**src/rtl/fetch_ctrl.sv**
```systemverilog
// fetch_ctrl: instruction-fetch sequencer.
// Owns the fetch PC and drives the instruction memory address from it. Returned
// words are buffered in a small FIFO and handed to decode with valid/ready.
// A redirect flushes the FIFO and reloads the PC. Halt stops new fetches.
module fetch_ctrl #(
  parameter logic [31:0] RESET_PC = 32'h0000_0000,
  parameter int          DEPTH    = 2
) (
  input  logic        clk,
  input  logic        rst_n,
  output logic [31:0] imem_addr,
  input  logic [31:0] imem_rdata,
  input  logic        redirect_valid,
  input  logic [31:0] redirect_pc,
  input  logic        halt,
  output logic        if_valid,
  output logic [31:0] if_instr,
  output logic [31:0] if_pc,
  input  logic        if_ready,
  output logic [31:0] fetch_pc,
  output logic        busy,
  output logic [31:0] retired_cnt
);

  localparam int AW = (DEPTH > 1) ? $clog2(DEPTH) : 1;
  localparam logic [AW:0] FULL = (AW+1)'(DEPTH);

  typedef enum logic {FETCH, HALTED} state_t;

  state_t        state;
  state_t        state_next;
  logic [31:0]   mem_pc    [DEPTH];
  logic [31:0]   mem_instr [DEPTH];
  logic [AW-1:0] wr_ptr;
  logic [AW-1:0] rd_ptr;
  logic [AW:0]   count;
  logic [31:0]   last_pc;
  logic [31:0]   last_instr;
  logic          push;
  logic          pop;

  assign imem_addr = fetch_pc;
  assign if_valid  = (count != '0);
  assign if_pc     = if_valid ? mem_pc[rd_ptr]    : last_pc;
  assign if_instr  = if_valid ? mem_instr[rd_ptr] : last_instr;
  assign busy      = (state == FETCH) || (count != '0);
  assign pop       = if_valid && if_ready;

  // Next state and the push decision; a halting edge never fetches.
  always_comb begin
    state_next = state;
    push       = 1'b0;
    case (state)
      FETCH: begin
        if (halt) begin
          state_next = HALTED;
        end else if (!redirect_valid && ((count != FULL) || pop)) begin
          push = 1'b1;
        end
      end
      HALTED: begin
        if (!halt) begin
          state_next = FETCH;
        end
      end
      default: state_next = FETCH;
    endcase
  end

  // State register.
  always_ff @(posedge clk or negedge rst_n) begin
    if (!rst_n) begin
      state <= FETCH;
    end else begin
      state <= state_next;
    end
  end

  // Fetch PC: redirect reloads an aligned target, a push advances one word.
  always_ff @(posedge clk or negedge rst_n) begin
    if (!rst_n) begin
      fetch_pc <= RESET_PC;
    end else if (redirect_valid) begin
      fetch_pc <= redirect_pc & 32'hFFFF_FFFC;
    end else if (push) begin
      fetch_pc <= fetch_pc + 32'd4;
    end
  end

  // FIFO storage; the tail slot is written on every push.
  always_ff @(posedge clk or negedge rst_n) begin
    if (!rst_n) begin
      for (int i = 0; i < DEPTH; i++) begin
        mem_pc[i]    <= '0;
        mem_instr[i] <= '0;
      end
    end else if (push) begin
      mem_pc[wr_ptr]    <= fetch_pc;
      mem_instr[wr_ptr] <= imem_rdata;
    end
  end

  // FIFO pointers and occupancy; a redirect empties the queue.
  always_ff @(posedge clk or negedge rst_n) begin
    if (!rst_n) begin
      wr_ptr <= '0;
      rd_ptr <= '0;
      count  <= '0;
    end else if (redirect_valid) begin
      wr_ptr <= '0;
      rd_ptr <= '0;
      count  <= '0;
    end else begin
      if (push) begin
        wr_ptr <= wr_ptr + 1'b1;
      end
      if (pop) begin
        rd_ptr <= rd_ptr + 1'b1;
      end
      if (push && !pop) begin
        count <= count + 1'b1;
      end else if (pop && !push) begin
        count <= count - 1'b1;
      end
    end
  end

  // Remember what decode last saw so the outputs hold while the FIFO is empty.
  always_ff @(posedge clk or negedge rst_n) begin
    if (!rst_n) begin
      last_pc    <= '0;
      last_instr <= '0;
    end else begin
      last_pc    <= if_pc;
      last_instr <= if_instr;
    end
  end

  // Retired-instruction counter, one per accepted handshake.
  always_ff @(posedge clk or negedge rst_n) begin
    if (!rst_n) begin
      retired_cnt <= '0;
    end else if (pop) begin
      retired_cnt <= retired_cnt + 32'd1;
    end
  end

endmodule

```
**config.mk**
```make
export PLATFORM = sky130hd
export DESIGN_NAME = fetch_ctrl
export DESIGN_NICKNAME = d
export VERILOG_FILES = /design/src/rtl/fetch_ctrl.sv
export SDC_FILE = /design/constraint.sdc
export NUM_CORES = 1
export LEC_CHECK = 0
export ABC_AREA = 1
export CORE_ASPECT_RATIO = 1.4
export CORE_MARGIN = 2
export CORE_UTILIZATION = 52
export DETAILED_ROUTE_END_ITERATION = 8
export PLACE_DENSITY = 0.78
export SETUP_SLACK_MARGIN = 0.02
export SLEW_MARGIN = 10
export SYNTH_ARGS = -nofsm -noshare
export SYNTH_HDL_FRONTEND = slang
export SYNTH_SLANG_ARGS = --single-unit
```
**constraint.sdc**
```tcl
create_clock -name clk -period 1.9 [get_ports clk]
set_input_delay 0.19 -clock clk [delete_from_list [all_inputs] [get_ports clk]]
set_output_delay 0.19 -clock clk [all_outputs]
set_load 0.05 [all_outputs]
```
Word level (Yosys, flattened, before mapping)
Cells that the tools add are included.

cells by class
  add/sub/neg operators = 6
  equal/unequal tests = 1
  div/mod/pow operators = 0
  $lt $le $gt $ge = 3
  muxes and demuxes = 25
  shift operators = 0
  reductions and logical operators = 14
  $mul = 0
  bitwise gates (word level) = 3

operators with widths
  kind                     count
  $mux W32                 11
  $bwmux W64               2
  $add A32 B1 Y32 const B  1
  $add A32 B3 Y32 const B  1
  $demux W32 S1            1
  $mux W1                  8
  $mux W2                  3
  $reduce_bool A2 Y1       3
  $logic_and A1 B1 Y1      5
  $ge A2 B2 Y1 const B     2
  $not A1 Y2               2
  $logic_not A1 Y1         3
  $reduce_bool A3 Y1       1
  $add A1 B1 Y1 const B    2
  $add A2 B1 Y2 const B    1
  $logic_or A1 B1 Y1       2
  $lt A2 B1 Y1 const B     1
  $ne A2 B2 Y1 const B     1
  $sub A2 B1 Y2 const B    1
  $not A1 Y1               1

storage, ports and cells
  memory bits (read-only) = 0
  register bits = 261
  word-level logic and storage cells = 64
  RAM bits = 0
  input bits = 69
  latch bits = 0
  memories = 0

Logic depth before layout (Yosys ltp)
  depth in word-level cells = 12
  depth in mapped cells = 10
  depth with buffers taken out = 10

Least setup slack after synthesis
Ideal clock, no wire load.

  kind = register -> register
  start = register count[0]
  end = register last_instr[24]
  stages on the path, launching flop included = 6
  library setup time = 0.214 ns
  clock period less this slack = 2.274 ns
  setup slack = -0.374 ns
  data arrival time = 2.060 ns
  cells stage by stage = dfrtp_1 -> inv_1 -> nand2_1 -> clkbuf_1 -> nor2_1 -> a21oi_1

on the way
  cells in the longest elaborated chain, start to end = 2

RTL lines
  element                   line  source
  start: declaration        36    logic [AW:0] count;
  start signal: assignment  121   count <= count + 1'b1;
  start signal: assignment  123   count <= count - 1'b1;
  $reduce_bool A2 Y1        43    assign if_valid = (count != '0);
  net if_valid              16    output logic if_valid,
  $mux W32                  45    assign if_instr = if_valid ? mem_instr[rd_ptr] : last_instr;
  net if_instr[24]          17    output logic [31:0] if_instr,
  end signal: assignment    135   last_instr <= if_instr;
  end: declaration          38    logic [31:0] last_instr;

The timed path passes the listed nets, and every way through them passes these cells.
A chain may end at the register's enable or synchronous reset.

Worst setup path in the final report
  start = register count[0]
  end = output port if_instr[25]

on the way
  cells in the longest elaborated chain, start to end = 2

RTL lines
  element             line
  $reduce_bool A2 Y1  43
  $mux W32            45
  end: declaration    17

No other way between the ends.

==> results.md <==
- Starting Density: 0.532
- Gr ovfl total: 0
- Worst Clk Skew: 0.0115 ns
- Multi-input gate area: 5470 um^2
- Total CTS buffers: 24
- Max-cap violations: 0
- Area leader, netlist: dfrtp_1
- Critical Path Slowest Stage Cell: dfrtp_1
- Routability Congestion: 0.972
- Fin nets: 1,843
- GRT Max-Usage Layer: met2
- Post-route setup slack: -0.253 ns
- Dpl cell area: 15,400 um^2
- # DRC: 0
- Clock-pin slew on the worst setup and hold paths: 0.06 ns
- Vias/cell: 5.37
- Global-route met2 utilization: 0.513
- Dpl cells: 1,991
- Fin area: 17,300 um^2
- DIE AREA: 24,400 um^2
- Core footprint: 22,700 um^2
- Peak supply drop: 1.16 mV
- Area grow syn2layout: 43.4%
- Largest net degree at the start of global routing: 95
- Critical Path AT: 1.96 ns
- Gr usage total: 0.280
- # port buffers: 224
- CTS HTree Levels: 1
- Layout cell share with drive strength beyond 1: 0.188
- Ant diodes: 0
- Hold Path Class: input pin to asynchronous set/reset pin
- Largest cells by area after synthesis: dfrtp_1 (53%), nand2_1 (16%), a21oi_1 (5.3%)
- Synth cell types: 31
- FP Rows: 65
- Synth Warn #: 0
- Initial antenna violation count: 0
- Count leader, synth: nand2_1
- Pre-Repair DR Iteration Count: 6
- Fillers: 1,564
- First-pass GRT wire length: 55.0 mm
- Count of flip-flops with a built-in enable after synthesis: 0
- Slew Viols, Final: 0
- Synth Instances: 1,522
- DR vias: 11,200
- CTS root buffer: clkbuf_16
- Die X: 133 um
- Status: complete, but fails checks
- Tmin final: 2.15 ns
- Post-route ant nets: 0
- Synth Cell Area: 12,100 um^2
- I/O pin cnt: 231
- Grt met3 use: 0.0281
- Yosys reg bits: 255
- Leak: 8.19 nW
- Final cell count without fillers: 2,085
- CTS tree: yes
- GR met1 Demand/Resource: 0.339
- Fmax: 464 MHz
- FFs w/ async S/R, synth: 1.00
- Post-layout power: 0.0321 W
- WS Path Type: flop to output port
- TNS Setup: -11.91 ns
- Clock latency on the worst-skew pair: 0.52 ns
- Fin crit share: 1.13
- Slew @ Worst Pin: 0.507 ns
- DPL Wire Length: 22.6 mm
- Final Hold Fails: 0
- Synth Flop Type: dfrtp_1
- Total Wirelength: 36.9 mm
- Max_slew headroom: 0.663
- Storage cell area: 6380 um^2
- RSZ-0062 raised after global routing: yes
- Die height: 184 um
- Worst path max stage delay: 0.43 ns
- Initial DRC Count: 874
- Synth top cells by count: nand2_1 (507), dfrtp_1 (255), nor2_1 (168)
- Vias in the first global route: 11,100
- Critical Path RT: 1.71 ns
- Crit. End Element: output port
- Max Root-Sink Buffers: 3
- Syn_area_per_cell: 7.92 um^2
- Post-synth top area share: 0.529
- Sequential fraction of the synthesis area: 0.529
- Worst-path cell chain: nor2_4, buf_6, clkbuf_16, a21oi_4, a21oi_2, buf_12
- Clock sink count: 255
- Endpoints failing setup: 62
- Setup crit start kind: flop
- PwrDens: 1850 nW/um^2
- Wire length per cell: 17.7 um
- CP Max Fanout: 6
- Failing checks: negative setup slack
cell usage in the layout, fill, tap and decap left out, types with 50 or more instances in the layout:
master / count
nand2_1: 503
dfrtp_1: 253
nor2_1: 162
inv_1: 116
o21ai_1: 107
dlygate4sd2_1: 87
buf_12: 82
buf_4: 70
clkdlybuf4s50_1: 65
a21oi_2: 59
a21oi_4: 50
repair_timing:
item,4_1_cts,5_1_grt
resized for setup,99,117
hold buffers,1,0
cloned,4,7
buffers inserted,23,25
endpoints found under the setup margin,151,74
pin swaps,11,44
hold endpoints to repair,55,0
where the power goes:
part,leakage [nW],switching [W],internal [W]
Clock,0.365,0.00201,0.00267
Combinational,4.62,0.0108,0.00821
Sequential,3.21,0.00114,0.00721
kinds of logic (layout without fill, tap and decap cells):
logic type               count (synthesis)  count (layout)  share of synthesized area
XOR/XNOR                                24              24                     0.0174
other                                    1               4                   0.000311
buffers and inverters                  218             477                     0.0886
AND/OR/NAND/NOR                        734             734                      0.240
adder cells (fa/ha/maj)                  2               2                    0.00207
AO/OA/AOI/OAI                          288             288                      0.123
flip-flops                             255             255                      0.529
metrics by stage:
step                hold slack, ns  utilization  worst slack [ns]
finish                       0.184        0.762            -0.253
global route                 0.222        0.762            -0.280
CTS                          0.201        0.723            -0.221
detailed placement           0.159        0.679            0.0292
global placement             0.151        0.679             0.105
floorplan                   -0.106            -            0.0299
final timing paths:
path                               startpoint         endpoint  slack [ns]  depth (start not counted)
worst max-delay path                 count[0]     if_instr[25]       -0.25                          6
worst min-delay path                    rst_n      last_pc[13]        0.18                          2
worst max register to register       count[0]  retired_cnt[23]        0.09                         11
worst min register to register  mem_instr[36]    mem_instr[36]        0.49                          2
max in group asynchronous               rst_n      last_pc[26]        1.05                          3
min in group clk                         halt            state        0.22                          1
critical path: cells and delay by family, from the launching register on:
kind,cells,cell delay (ns)
AO/OA/AOI/OAI,2,0.30
buffers and inverters,3,0.52
flip-flops,1,0.43
AND/OR/NAND/NOR,1,0.18
sequential cells by signal, summed over array words and instances (netlist names), 2 cells and up:
register and cells:
last_instr 32, mem_instr 64, fetch_pc 30, mem_pc 60, last_pc 32, count 2
retired_cnt 32
final cells by class:
cell class | instances | area share
flip-flops and latches | 255 | 0.369
inverters | 120 | 0.0262
multi-input cells | 1052 | 0.316
repair buffers | 319 | 0.224
clock buffers | 34 | 0.0404
clock inverters | 4 | 0.00275
well taps | 301 | 0.0218
metal layers:
metal	up-vias	wire length (um)
li1	5275	-
met1	5415	14100
met2	434	19300
met3	82	2000
met4	0	1480
met5	-	0
No activity file was read; power rests on OpenSTA's default activity.
